--- config.mk ---
export PLATFORM = sky130hd
export DESIGN_NAME = arb_req_gen
export DESIGN_NICKNAME = d
export VERILOG_FILES = /design/src/rtl/arb_pkg.sv /design/src/rtl/arb_req_chan.sv /design/src/rtl/arb_req_gen.sv
export SDC_FILE = /design/constraint.sdc
export NUM_CORES = 1
export LEC_CHECK = 0
export ABC_AREA = 1
export BUFFER_PORTS_ARGS = -buffer_cell sky130_fd_sc_hd__clkbuf_2
export CORE_ASPECT_RATIO = 2
export CORE_MARGIN = 3
export CORE_UTILIZATION = 50
export CTS_BUF_LIST = sky130_fd_sc_hd__clkbuf_4 sky130_fd_sc_hd__clkbuf_8
export DETAILED_ROUTE_END_ITERATION = 6
export PLACE_DENSITY = 0.71
export REMOVE_ABC_BUFFERS = 1
export SLEW_MARGIN = 15
export SYNTH_ARGS = -nofsm -noshare
export SYNTH_HDL_FRONTEND = slang
export SYNTH_SLANG_ARGS = --single-unit
--- constraint.sdc ---
create_clock -name clk -period 4.3 [get_ports clk]
set_clock_uncertainty 0.15 [all_clocks]
set_input_delay 0.86 -clock clk [delete_from_list [all_inputs] [get_ports clk]]
set_output_delay 0.86 -clock clk [all_outputs]
set_load 0.01 [all_outputs]
--- src/rtl/arb_pkg.sv ---
// Shared types and defaults for the arbiter requester front end.
package arb_pkg;

  typedef enum logic [1:0] {
    IDLE = 2'd0,
    REQ  = 2'd1,
    HOLD = 2'd2
  } req_state_e;

  localparam int NUM_REQ_DEFAULT = 2;
  localparam int DEPTH_DEFAULT   = 7;
  localparam int TIMEOUT_DEFAULT = 16;

  function automatic int cnt_width(input int depth);
    return $clog2(depth + 1);
  endfunction

endpackage

--- src/rtl/arb_req_chan.sv ---
// One requester channel: pending count, IDLE/REQ/HOLD handshake with the
// arbiter, and the per-client served/overflow/timeout outputs.
module arb_req_chan
  import arb_pkg::*;
#(
  parameter int DEPTH   = DEPTH_DEFAULT,
  parameter int TIMEOUT = TIMEOUT_DEFAULT,
  parameter int CW      = cnt_width(DEPTH)
) (
  input  logic          clk,
  input  logic          reset,
  input  logic          push_i,
  input  logic          grant_i,
  output logic          request_o,
  output logic          served_o,
  output logic [CW-1:0] count_o,
  output logic          overflow_o,
  output logic          timeout_o,
  output logic          idle_o
);

  localparam int            WW        = cnt_width(TIMEOUT);
  localparam logic [CW-1:0] DEPTH_C   = CW'(DEPTH);
  localparam logic [WW-1:0] TIMEOUT_C = WW'(TIMEOUT);

  req_state_e    state_q;
  logic [CW-1:0] count_q, count_d;
  logic [WW-1:0] wait_q;
  logic          served_q, overflow_q, timeout_q;
  logic          consume, push_ok;

  // A grant only counts while requesting; in HOLD it is the arbiter's stale echo.
  always_comb begin
    consume = (state_q == REQ) && grant_i;
    push_ok = push_i && ((count_q < DEPTH_C) || consume);
    count_d = count_q + CW'(push_ok) - CW'(consume);
  end

  always_ff @(posedge clk) begin
    if (reset) begin
      state_q    <= IDLE;
      count_q    <= '0;
      wait_q     <= '0;
      served_q   <= 1'b0;
      overflow_q <= 1'b0;
      timeout_q  <= 1'b0;
    end else begin
      count_q  <= count_d;
      served_q <= consume;
      if (push_i && !push_ok) overflow_q <= 1'b1;
      case (state_q)
        IDLE: begin
          wait_q <= '0;
          if ((count_q != '0) || push_i) state_q <= REQ;
        end
        REQ: begin
          if (grant_i) begin
            state_q <= HOLD;
            wait_q  <= '0;
          end else if (wait_q != TIMEOUT_C) begin
            wait_q <= wait_q + 1'b1;
            if (wait_q == TIMEOUT_C - 1'b1) timeout_q <= 1'b1;
          end
        end
        HOLD: begin
          wait_q  <= '0;
          state_q <= (count_d != '0) ? REQ : IDLE;
        end
        default: begin
          wait_q  <= '0;
          state_q <= IDLE;
        end
      endcase
    end
  end

  assign request_o  = (state_q == REQ);
  assign idle_o     = (state_q == IDLE);
  assign served_o   = served_q;
  assign count_o    = count_q;
  assign overflow_o = overflow_q;
  assign timeout_o  = timeout_q;

endmodule

--- src/rtl/arb_req_gen.sv ---
// Requester stage for the fixed-priority arbiter: per-client channels plus
// grant fan-out, grant protocol checking and pending-count packing.
module arb_req_gen
  import arb_pkg::*;
#(
  parameter int NUM_REQ = NUM_REQ_DEFAULT,
  parameter int DEPTH   = DEPTH_DEFAULT,
  parameter int TIMEOUT = TIMEOUT_DEFAULT
) (
  input  logic                              clk,
  input  logic                              reset,
  input  logic [NUM_REQ-1:0]                push,
  input  logic [NUM_REQ-1:0]                grant,
  output logic [NUM_REQ-1:0]                request,
  output logic [NUM_REQ-1:0]                served,
  output logic [NUM_REQ*cnt_width(DEPTH)-1:0] pending,
  output logic [NUM_REQ-1:0]                overflow_err,
  output logic [NUM_REQ-1:0]                timeout_err,
  output logic                              protocol_err
);

  localparam int CW = cnt_width(DEPTH);

  logic [NUM_REQ-1:0] idle_vec;
  logic               proto_hit;
  logic               protocol_q;

  for (genvar gi = 0; gi < NUM_REQ; gi++) begin : g_chan
    arb_req_chan #(
      .DEPTH   (DEPTH),
      .TIMEOUT (TIMEOUT),
      .CW      (CW)
    ) u_chan (
      .clk        (clk),
      .reset      (reset),
      .push_i     (push[gi]),
      .grant_i    (grant[gi]),
      .request_o  (request[gi]),
      .served_o   (served[gi]),
      .count_o    (pending[gi*CW +: CW]),
      .overflow_o (overflow_err[gi]),
      .timeout_o  (timeout_err[gi]),
      .idle_o     (idle_vec[gi])
    );
  end

  // Multiple grants, or a grant to a channel that never asked, is an arbiter fault.
  always_comb begin
    proto_hit = ($countones(grant) > 1) || (|(grant & idle_vec));
  end

  always_ff @(posedge clk) begin
    if (reset) protocol_q <= 1'b0;
    else if (proto_hit) protocol_q <= 1'b1;
  end

  assign protocol_err = protocol_q;

endmodule

## Word-level counts from Yosys, hierarchy flattened

Cells that the tools add are included.

| cells by class | value |
|---|---|
| equality and inequality tests | 12 |
| $mul | 0 |
| $lt $le $gt $ge | 3 |
| divide/modulo/power cells | 0 |
| bitwise operators | 5 |
| reductions and logical operators | 26 |
| shifts and indexed selects | 0 |
| add/sub/neg operators | 7 |
| multiplexer cells | 8 |

Operators by type and width:

| cell | number |
|---|---|
| $pmux W2 S3 | 2 |
| $reduce_bool A3 Y1 | 4 |
| $add A5 B1 Y5 const B | 2 |
| $eq A5 B4 Y1 const B | 2 |
| $ne A5 B5 Y1 const B | 2 |
| $mux W2 | 4 |
| $ne A2 B2 Y1 const B | 4 |
| $reduce_and A4 Y1 | 2 |
| $add A3 B1 Y3 | 2 |
| $logic_and A1 B1 Y1 | 6 |
| $lt A3 B3 Y1 const B | 2 |
| $reduce_or A3 Y1 | 2 |
| $sub A3 B1 Y3 | 2 |
| $logic_or A1 B1 Y1 | 5 |
| $eq A2 B1 Y1 const B | 2 |
| $eq A2 B2 Y1 const B | 2 |
| $logic_not A2 Y1 | 2 |
| $not A1 Y1 | 4 |
| $reduce_and A2 Y1 | 2 |
| $add A1 B1 Y2 | 1 |
| $and A2 B2 Y2 | 1 |
| $gt A2 B1 Y1 const B | 1 |
| $logic_not A1 Y1 | 2 |
| $mux W1 | 2 |
| $reduce_or A2 Y1 | 1 |

| word-level totals | value |
|---|---|
| bits in latches | 0 |
| output and inout bits | 15 |
| bits in registers | 27 |
| memory bits (read-only) | 0 |
| memory bits (writable) | 0 |
| memories | 0 |

## Logic depth before layout (Yosys ltp)

Gate-level depths: netlist (run 1).

| logic depth | value |
|---|---|
| depth after elaboration | 9 |
| depth in mapped cells | 13 |

## Hierarchy

A second synthesis (run 1) with hierarchy kept.

| unflattened totals | value |
|---|---|
| cell total of the unflattened synthesis | 179 |
| area, all modules | 1391.3 um^2 |

Modules (own cells, without submodules):

| module | times used | cells each | area an instance (um^2) |
|---|---|---|---|
| arb_req_chan | 2 | 85 | 670.6 |
| arb_req_gen | 1 | 9 | 50.0 |

## Least setup slack after synthesis (run 1)

No wires, ideal clock.

| path | value |
|---|---|
| kind | input-to-reg |
| start | input grant[1] |
| end | register g_chan[1].u_chan.state_q[0] |
| setup time | 114 ps |
| arrival | 2260 ps |
| slack | 1775 ps |
| cell stages on the path | 12 |
| cells stage by stage | nand3_1 inv_1 ha_1 inv_1 ha_1 fa_1 inv_1 nand2_1 nor2_1 nand2_1 nand3_1 nand2_1 |

| on the way | value |
|---|---|
| cells in the longest elaborated chain, start to end | 8 |
| elaborated cells between the ends (all ways) | 10 |
| those cells by class | add/sub: 2; eq/ne: 1; mux: 2; reduce/logical: 5 |

RTL lines:

| element | line | text |
|---|---|---|
| start: declaration | arb_req_gen.sv:13 | `input logic [NUM_REQ-1:0] grant,` |
| $logic_and A1 B1 Y1 (*) | arb_req_chan.sv:34 | `consume = (state_q == REQ) && grant_i;` |
| named net g_chan[1].u_chan.consume | arb_req_chan.sv:30 | `logic consume, push_ok;` |
| $logic_or A1 B1 Y1 | arb_req_chan.sv:35 | `push_ok = push_i && ((count_q < DEPTH_C) \|\| consume);` |
| $logic_and A1 B1 Y1 | arb_req_chan.sv:35 |  |
| $add A3 B1 Y3 | arb_req_chan.sv:36 | `count_d = count_q + CW'(push_ok) - CW'(consume);` |
| $sub A3 B1 Y3 (*) | arb_req_chan.sv:36 |  |
| named net g_chan[1].u_chan.count_d[1] | arb_req_chan.sv:27 | `logic [CW-1:0] count_q, count_d;` |
| $reduce_bool A3 Y1 (*) | arb_req_chan.sv:67 | `state_q <= (count_d != '0) ? REQ : IDLE;` |
| $mux W1 (*) | arb_req_chan.sv:67 |  |
| $pmux W2 S3 (*) | arb_req_chan.sv:51 | `case (state_q)` |
| end signal: assignment | arb_req_chan.sv:67 |  |
| end: declaration | arb_req_chan.sv:26 | `req_state_e state_q;` |

Mark *: on every way through the listed nets, which the timed path passes. The rest lies on a longest branch.
A chain may end at the register's enable or synchronous reset.

## Final worst setup path (run 1)

Ends and elaborated chain as after synthesis.

==> reports/results.tsv, run 1 <==
stage	metric	value	unit
status	status	finished clean	
grt	vias in the first global route	1160	
detailed_routing	via count	1110	
floorplan	chip width	43.69	um
finish	Post-layout nets	220	
placement	number of port buffers	20	
critical_path	CP endpoint kind	flip-flop	
critical_path	r2r setup slk	2.06	ns
sta	WHS	0.3040	ns
floorplan	Die Ht	81.37	um
pwr	peak supply drop	235.1	uV
grt	GRT Overall Usage	16.42	%
clocking	CTS Hold Bufs	0	
detailed_routing	initial drt markers	4	
synth	Post-synth ARST share	0	%
sta	final worst path period share	58.28	%
clocking	cts repair resizes	0	
critical_path	worst-path maximum fanout	5	
sta	Final Hold Vio Count	0	
sta	FMAX	399.1	MHz
flow_run	max-cap check violation count	0	
sta	Final Setup Violations	0	
critical_path	crit path DAT	2.53	ns
placement	dpl cells	223	
clocking	Clock Sinks	27	
critical_path	slowest CP cell	fa_1	
grt	met3 usage	3.104	%
floorplan	core area	2635	um^2
sta	Slew @ Worst Pin	0.3849	ns
finish	commonest non-fill, non-tap cell in the layout	inv_1	
synth	synthesized area per cell	7.676	um^2
grt	peak-usage layer in the global routing report	met2	
sta	fin worst setup slack	1.794	ns
grt	first-pass GRT wire length	4560	um
placement	gpl congestion	0.7988	
finish	most frequent cells in the layout	inv_1 (37), nand2_1 (30), dfxtp_1 (27)	
synth	cell count after synthesis	185	
detailed_routing	# DRC	0	
critical_path	Largest stage delay, worst path	0.44	ns
synth	post-synthesis cell area	1420	um^2
critical_path	worst setup path class	input pin to flip-flop	
floorplan	I/O pin count	21	
sta	setup tns final	0	ns
finish	Antenna diodes	0	
sta	Tmin final	2.506	ns
detailed_routing	remaining antenna violation count	0	
placement	area of placed instances	1479	um^2
synth	synthesized flop and latch total	27	
synth	Syn. warnings	0	
critical_path	critical-path cell list	clkbuf_2 -> nand3_1 -> inv_1 -> ha_1 -> inv_1 -> ha_1 -> fa_1 -> inv_1 -> nand2_1 -> nor2_1 -> nand2_1 -> nand3_1 -> nand2_1	
clocking	H-tree lvl count	1	
detailed_routing	Vias/cell	4.890	
clocking	CTS tree	done	
clocking	Clk Latency, worst-skew pair	0.27	ns
detailed_routing	DR pass1 iterations	4	
clocking	CTS Buffer Depth	2	
pwr	Power per Cell Area	486.5	nW/um^2
synth	Top FF cell, synth	dfxtp_1	
critical_path	crit path launch type	input pin	
critical_path	crit path buf inv count	4	
clocking	clk slew on worst S/H paths	0.09	ns
finish	non-filler instance count after layout	227	
grt	met1 Use GR	15.01	%
floorplan	num rows	26	
grt	remaining global-route overflow	0	
synth	synth unique cells	26	
critical_path	Required @ worst endpoint	4.32	ns
worst_hold_path	HP Class	flip-flop to flip-flop	
sta	RSZ-0062 raised after global routing	false	
clocking	Post-CTS Setup Inserts	0	
floorplan	initial core utilization	53.89	%
grt	largest net degree at the start of global routing	18	
grt	met2 Use GR	33.92	%
detailed_routing	average wire per standard cell	10.84	um
sta	Max-slew headroom	74.34	%
clocking	TritonCTS Buffers	3	
critical_path	CP delay by family, top	adder cells	
synth	number of flops mapped to enable cells by yosys	0	
finish	layout cells sized above 1	17.59	%
finish	final instance area	1528	um^2
clocking	Root Buffer	clkbuf_8	
grt	initial antenna violation count	0	
detailed_routing	routed wire length	2461	um
placement	post-place setup slack	1.509	ns
pwr	LEAKAGE	0.7823	nW
placement	DPL Wire Length	2036	um
sta	Slew Viols, Final	0	
synth	Seq/Total Area, Yosys	38.06	%
finish	P&R area growth vs syn	7.577	%
floorplan	DIE AREA	3555	um^2
## power by group
group | switching, mW | internal [mW]
logic | 0.166 | 0.106
clock network | 0.0744 | 0.0727
registers | 0.0342 | 0.290
total | 0.274 | 0.469
## logic make-up (layout without fill, tap and decap cells)
group / after synthesis / in the layout / share of synthesized area (%)
adders and majority gates: 14 / 14 / 13.39
xor gates and xnor gates: 3 / 3 / 1.851
DFF: 27 / 27 / 38.06
AOI/OAI and AO/OA: 14 / 14 / 6.255
buffers and inverters: 49 / 63 / 15.86
and+or+nand+nor: 78 / 78 / 24.58
## worst min-delay path: cells and delay by family, from the launching register on
family / cells / cell delay (ns)
flops: 1 / 0.32
buf+inv: 1 / 0.05
compound gates: 1 / 0.05
## per-layer routing
layer  wire [um]  vias to the layer above
li1            -                      581
met2        1459                       19
met4          25                        0
met1         869                      508
met3         106                        2
met5           0                        -
## synthesized netlist by cell type, types with 2 or more instances
cell | count | area, um^2
nand2_1 | 30 | 112.6
buf_4 | 8 | 60.06
xor2_1 | 2 | 17.52
a21boi_0 | 2 | 15.01
ha_1 | 12 | 150.1
a21oi_2 | 3 | 26.28
nand3_1 | 15 | 75.07
fa_1 | 2 | 40.04
nor2_1 | 26 | 97.59
inv_1 | 37 | 138.9
dfxtp_1 | 27 | 540.5
a21oi_1 | 7 | 35.03
## flip-flops by register name, indices dropped and copies added (netlist names)
name                      count
protocol_err                  1
g_chan.u_chan.timeout_o       2
g_chan.u_chan.served_o        2
g_chan.u_chan.state_q         4
g_chan.u_chan.overflow_o      2
g_chan.u_chan.count_o         6
g_chan.u_chan.wait_q         10
## final cells by class
class	instances	area (um^2)
multi-input cells	109	654.4
clock buffers	4	48.80
inverters	39	148.9
fillers	264	1107
repair buffers	20	100.1
well taps	28	35.03
flip-flops and latches	27	540.5
## metrics by stage
stage / utilization, % / total power, mW
floorplan: - / 0.5180
global placement: 56.13 / 0.5927
detailed placement: 56.13 / 0.6082
CTS: 57.98 / 0.7570
global route: 57.98 / 0.8180
finish: 57.98 / 0.7432
## worst paths after layout
kind                                                    end  cells after the start                        start
worst max-delay path            g_chan[1].u_chan.state_q[0]                     13                     grant[1]
worst min-delay path            g_chan[1].u_chan.overflow_o                      2  g_chan[1].u_chan.overflow_o
worst max register to register  g_chan[1].u_chan.state_q[0]                     13  g_chan[1].u_chan.state_q[1]
worst min register to register  g_chan[1].u_chan.overflow_o                      2  g_chan[1].u_chan.overflow_o
Note: power is estimated with default switching activity, not from simulation.
==> run 2, diff against run 1 <==
PLACE_DENSITY = 0.74   (was 0.71)
clock period = 2.3 ns   (was 4.3 ns; I/O delays follow)
==> run 2 against run 1 <==
Effect of this change: cell area grew 1.4%; utilization grew 0.81 points; flip-flop and latch count is the same; largest power group unchanged.
==> reports/results.tsv, run 2 (synthesized netlist as in run 1, its figures left out) <==
stage	metric	value	unit
critical_path	crit path launch type	flip-flop	
critical_path	worst r2r src	g_chan[1].u_chan.state_q[1]	
sta	Max-slew headroom	75.02	%
finish	largest reg by FF count	g_chan.u_chan.wait_q	
sta	Tmin final	2.103	ns
pwr	sw frac	37.52	%
clocking	H-tree lvl count	1	
pwr	Pint	872.8	uW
floorplan	Die Ht	81.37	um
finish	non-filler instance count after layout	230	
pwr	Power per Cell Area	901.8	nW/um^2
pwr	LEAKAGE	0.7955	nW
grt	remaining global-route overflow	0	
grt	GRT Overall Usage	16.12	%
placement	gpl congestion	0.7765	
finish	layout cells sized above 1	19.31	%
pwr	Clock power frac	19.1	%
finish	fillers	250	
detailed_routing	initial drt markers	12	
detailed_routing	remaining antenna violation count	0	
detailed_routing	Vias/cell	4.900	
floorplan	DIE AREA	3555	um^2
floorplan	chip width	43.69	um
pwr	peak supply drop	467.9	uV
worst_hold_path	min-delay src	push[1]	
detailed_routing	# DRC	0	
critical_path	slowest CP cell	fa_1	
critical_path	worst setup path class	flip-flop to flip-flop	
critical_path	worst-path maximum fanout	3	
placement	DPL Wire Length	2028	um
status	status	finished clean	
sta	Final Hold Vio Count	0	
critical_path	CP delay by family, top	adder cells	
critical_path	r2r setup slk	0.20	ns
floorplan	num rows	26	
critical_path	Most common cell on crit path	inv_1	
grt	largest net degree at the start of global routing	18	
critical_path	crit path buf inv count	4	
clocking	Root Buffer	clkbuf_8	
finish	Post-layout nets	223	
sta	final worst path period share	91.46	%
critical_path	Reg2Reg Depth	13	
finish	max reg flops	10	
clocking	Clk Latency, worst-skew pair	0.28	ns
worst_hold_path	HP Class	input pin to flip-flop	
detailed_routing	DR pass1 iterations	4	
sta	Final Setup Violations	0	
clocking	CTS Buffer Depth	2	
critical_path	Required @ worst endpoint	2.33	ns
clocking	CTS tree	done	
clocking	clk slew on worst S/H paths	0.10	ns
sta	setup tns final	0	ns
floorplan	initial core utilization	53.89	%
floorplan	core area	2635	um^2
clocking	CTS Hold Bufs	0	
detailed_routing	average wire per standard cell	10.60	um
finish	most frequent cells in the layout	inv_1 (37), nand2_1 (30), nor2_1 (26), dfxtp_1 (26), clkbuf_2 (20)	
sta	RSZ-0062 raised after global routing	false	
grt	first-pass GRT wire length	4395	um
sta	Slew @ Worst Pin	0.3747	ns
grt	vias in the first global route	1152	
clocking	Clock Sinks	27	
placement	dpl cells	226	
pwr	Comb pwr share	37.5	%
finish	Antenna diodes	0	
floorplan	I/O pin count	21	
sta	FMAX	475.4	MHz
worst_hold_path	Worst Hold Path EP	g_chan[1].u_chan.overflow_o	
clocking	TritonCTS Buffers	3	
pwr	P_sw	524.1	uW
clocking	Post-CTS Setup Inserts	0	
grt	initial antenna violation count	0	
detailed_routing	routed wire length	2439	um
flow_run	max-cap check violation count	0	
pwr	Flop pwr share	43.4	%
finish	commonest non-fill, non-tap cell in the layout	inv_1	
placement	number of port buffers	20	
detailed_routing	via count	1127	
critical_path	Largest stage delay, worst path	0.43	ns
finish	P&R area growth vs syn	9.075	%
critical_path	CP endpoint kind	flip-flop	
clocking	cts repair resizes	0	
critical_path	crit path DAT	2.14	ns
sta	Slew Viols, Final	0	
critical_path	critical-path cell list	inv_1 -> nand3_1 -> inv_1 -> ha_1 -> inv_1 -> ha_1 -> fa_1 -> inv_1 -> nand2_1 -> nor2_1 -> nand2_1 -> nand3_1 -> nand2_1	
critical_path	FF-to-FF End	g_chan[1].u_chan.state_q[0]	
worst_hold_path	cell count of the worst hold path	3	
[run 2: cell types whose count changed in the layout (fill, tap and decap cells not counted)]
cell	before	now
clkinv_2	0	1
clkbuf_4	1	0
dfxtp_2	0	1
dfxtp_1	27	26
buf_4	0	3
[run 2: power groups by stage]
stage	clock network (mW)	registers, mW	logic, mW
2_1_floorplan	0	0.631	0.338
3_3_place_gp	0	0.615	0.499
3_5_place_dp	0	0.618	0.532
4_1_cts	0.276	0.607	0.534
5_1_grt	0.292	0.617	0.615
6_report	0.267	0.607	0.524
[run 2: through the flow]
step	area (um^2)	power [mW]	setup WS, ns	utilization, %	hold slack, ns
floorplan	1344	0.9685	0.1754	-	0.3180
global placement	1501	1.114	0.08529	56.98	0.2868
detailed placement	1501	1.150	0.01244	56.98	0.2931
CTS	1548	1.418	0.1653	58.74	0.2959
global route	1549	1.524	0.02697	58.78	0.3207
finish	1549	1.397	0.1965	58.78	0.3009
[run 2: how the worst max path moves through the flow]
stage,cells past startpoint,slack (ns),from,endpoint
finish,13,0.20,g_chan[1].u_chan.state_q[1],g_chan[1].u_chan.state_q[0]
global route,13,0.03,g_chan[1].u_chan.state_q[1],g_chan[1].u_chan.state_q[0]
CTS,13,0.17,g_chan[1].u_chan.state_q[1],g_chan[1].u_chan.state_q[0]
detailed placement,13,0.01,grant[1],g_chan[1].u_chan.state_q[0]
global placement,13,0.09,grant[1],g_chan[1].u_chan.state_q[0]
floorplan,12,0.18,grant[1],g_chan[1].u_chan.state_q[0]
[run 2: tightest hold or removal path: stages]
cell,delay (ns)
clkbuf_2,0.10
nand3_1,0.08
a21oi_1,0.05
[run 2: layer usage]
layer,GRT usage [%],vias to the layer above,routed length (um)
met1,15.30,511,937
met3,2.439,5,91
met2,31.29,24,1359
met5,0,-,0
li1,-,587,-
met4,8.157,0,51
[run 2: layout make-up]
class	instances	area (um^2)	area share, %
multi-input cells	109	654.4	42.25
flip-flops and latches	27	541.8	34.98
inverters	39	148.9	9.612
repair buffers	23	122.6	7.916
clock buffers	3	41.29	2.666
well taps	28	35.03	2.262
clock inverters	1	5.005	0.3231
==> run 3, diff against run 2 <==
SYNTH_HIERARCHICAL = 1   (was unset)
==> run 3 against run 2 <==
Effect of this change: total power rose by 4.2%; cell area rose by 7.7%; critical path depth is 2 lower; first-iteration DRC count rose by 25%; maximum frequency is 4.8% lower; largest cell class unchanged; highest routed layer unchanged.
==> reports/results.tsv, run 3 <==
stage	metric	value	unit
finish	most frequent cells in the layout	inv_1 (31), nor2_1 (28), nand2_1 (21)	
finish	final instance area	1668	um^2
detailed_routing	# DRC	0	
floorplan	chip width	43.30	um
grt	first-pass GRT wire length	4602	um
floorplan	Die Ht	80.60	um
grt	vias in the first global route	1135	
synth	Synth area leaders	dfxtp_1 (39%), ha_1 (11%), inv_1 (8.6%)	
pwr	peak supply drop	715.4	uV
finish	commonest non-fill, non-tap cell in the layout	inv_1	
clocking	CTS Hold Bufs	0	
synth	post-synthesis cell area	1391	um^2
detailed_routing	via count	1156	
pwr	final total power	1.455	mW
critical_path	Reg2Reg Depth	11	
critical_path	FF-to-FF End	g_chan[1].u_chan/state_q[0]	
placement	area of placed instances	1556	um^2
synth	synth unique cells	19	
detailed_routing	remaining antenna violation count	0	
synth	cell count after synthesis	179	
grt	remaining global-route overflow	0	
synth	Top FF cell, synth	dfxtp_1	
synth	most frequent cell after synthesis	inv_1	
critical_path	r2r setup slk	0.09	ns
grt	initial antenna violation count	0	
sta	FMAX	452.5	MHz
grt	largest net degree at the start of global routing	20	
critical_path	Required @ worst endpoint	2.32	ns
flow_run	max-cap check violation count	0	
sta	Tmin final	2.210	ns
critical_path	CP endpoint kind	flip-flop	
pwr	LEAKAGE	0.8264	nW
clocking	Root Buffer	clkbuf_8	
detailed_routing	average wire per standard cell	11.76	um
critical_path	worst setup path class	flip-flop to flip-flop	
floorplan	num rows	26	
floorplan	core area	2603	um^2
sta	final worst path period share	96.08	%
placement	number of port buffers	20	
status	status	finished clean	
detailed_routing	routed wire length	2787	um
grt	GRT Overall Usage	17.40	%
critical_path	worst r2r src	g_chan[1].u_chan/count_o[1]	
clocking	Clock Sinks	27	
sta	Slew @ Worst Pin	0.4726	ns
synth	number of flops mapped to enable cells by yosys	0	
worst_hold_path	cell count of the worst hold path	2	
finish	largest reg by FF count	g_chan.u_chan/wait_q	
worst_hold_path	min-delay src	g_chan[1].u_chan/timeout_o	
worst_hold_path	HP Class	flip-flop to flip-flop	
critical_path	crit path launch type	flip-flop	
detailed_routing	DR pass1 iterations	4	
synth	Post-synth ARST share	0	%
synth	Syn. warnings	6	
detailed_routing	Vias/cell	4.878	
finish	P&R area growth vs syn	19.87	%
floorplan	initial core utilization	53.46	%
finish	max reg flops	10	
detailed_routing	initial drt markers	15	
sta	Final Setup Violations	0	
clocking	CTS tree	done	
floorplan	I/O pin count	21	
clocking	clk slew on worst S/H paths	0.09	ns
finish	Antenna diodes	0	
placement	DPL Wire Length	2203	um
sta	Final Hold Vio Count	0	
clocking	CTS Buffer Depth	2	
finish	layout cells sized above 1	35.41	%
sta	Max-slew headroom	68.50	%
synth	Post-synth top cells	inv_1 (32), nor2_1 (30), dfxtp_1 (27)	
pwr	Power per Cell Area	872.4	nW/um^2
critical_path	crit path DAT	2.23	ns
finish	Post-layout nets	230	
finish	non-filler instance count after layout	237	
floorplan	DIE AREA	3490	um^2
placement	dpl cells	232	
synth	synthesized area per cell	7.773	um^2
clocking	Clk Latency, worst-skew pair	0.27	ns
sta	RSZ-0062 raised after global routing	true	
synth	Seq/Total Area, Yosys	38.85	%
sta	setup tns final	0	ns
synth	Synth top area share	38.85	%
sta	Slew Viols, Final	0	
placement	gpl congestion	0.7858	
synth	area leader, netlist	dfxtp_1	
synth	synthesized flop and latch total	27	
worst_hold_path	Worst Hold Path EP	g_chan[1].u_chan/timeout_o	
clocking	H-tree lvl count	1	
critical_path	worst-path maximum fanout	3	
clocking	TritonCTS Buffers	3	
[run 3: changes by cell type in the layout (fill, tap and decap cells not counted), moves of 6 or more]
cell and delta:
dfxtp_1 -6, inv_1 -6, inv_2 +6, nand2_1 -9, nand2_2 +6, nor2_2 +6
[run 3: how the worst max path moves through the flow]
stage / from / depth (start not counted) / slack (ns) / to
after floorplan: g_chan[0].u_chan/state_q[0] / 13 / 0.01 / g_chan[0].u_chan/state_q[0]
after global placement: grant[1] / 12 / -0.01 / g_chan[1].u_chan/state_q[0]
after detailed placement: grant[1] / 12 / -0.08 / g_chan[1].u_chan/state_q[0]
after CTS: g_chan[0].u_chan/state_q[0] / 13 / -0.01 / g_chan[0].u_chan/state_q[0]
after global routing: g_chan[0].u_chan/state_q[0] / 13 / -0.02 / g_chan[0].u_chan/state_q[0]
final: g_chan[1].u_chan/count_o[1] / 11 / 0.09 / g_chan[1].u_chan/state_q[0]
[run 3: cells by family after synthesis]
logic type	after synthesis	share of synthesized area, %
AOI/OAI and AO/OA	10	4.676
xor gates and xnor gates	4	2.518
adders and majority gates	14	13.67
buffers and inverters	40	11.87
DFF	27	38.85
and+or+nand+nor	84	28.42
[run 3: area by class of cell]
type                    count  area [um^2]
well taps                  28        35.03
flip-flops and latches     27        551.8
fillers                   234        934.6
inverters                  38        142.6
clock buffers               3        41.29
repair buffers             28        160.2
multi-input cells         112        732.0
clock inverters             1        5.005
[run 3: power breakdown]
| part | switching, mW | internal [mW] | leakage, nW | total (mW) |
|---|---|---|---|---|
| sequential | 0.0611 | 0.544 | 0.223 | 0.605 |
| clock | 0.141 | 0.121 | 0.0255 | 0.262 |
| combinational | 0.334 | 0.253 | 0.578 | 0.587 |
[run 3: critical path, stage by stage (launching register included)]
cell	delay [ns]
dfxtp_2	0.34
ha_1	0.19
nand2_1	0.09
o21ai_1	0.08
ha_1	0.27
inv_1	0.06
ha_1	0.16
fa_2	0.47
nor3_2	0.12
nand2_1	0.07
nand3_1	0.07
nand2_1	0.05
[run 3: layer usage]
| layer | track usage (%) | vias to the layer above | part of all wire [%] | routed length (um) |
|---|---|---|---|---|
| met2 | 33.38 | 17 | 57 | 1598 |
| met5 | 0 | - | 0 | 0 |
| li1 | - | 603 | - | - |
| met1 | 16.30 | 530 | 37 | 1034 |
| met4 | 10.27 | 0 | 2.8 | 78 |
| met3 | 2.466 | 6 | 2.7 | 76 |
[run 3: repair_timing]
action	CTS	global route
buffers inserted	0	1
gates resized for setup	1	20
endpoints found under the hold margin	0	0
pin swaps	1	3
setup endpoints to repair	2	3
[run 3: per-stage QoR]
| stage | worst slack (ns) | hold WS (ns) | utilization, % |
|---|---|---|---|
| after global placement | -0.01316 | 0.2878 | 59.81 |
| after CTS | -0.009688 | 0.3074 | 61.63 |
| after global routing | -0.02126 | 0.3356 | 64.09 |
| final | 0.09010 | 0.3033 | 64.09 |
| after floorplan | 0.01388 | 0.3180 | - |
| after detailed placement | -0.08401 | 0.2937 | 59.81 |
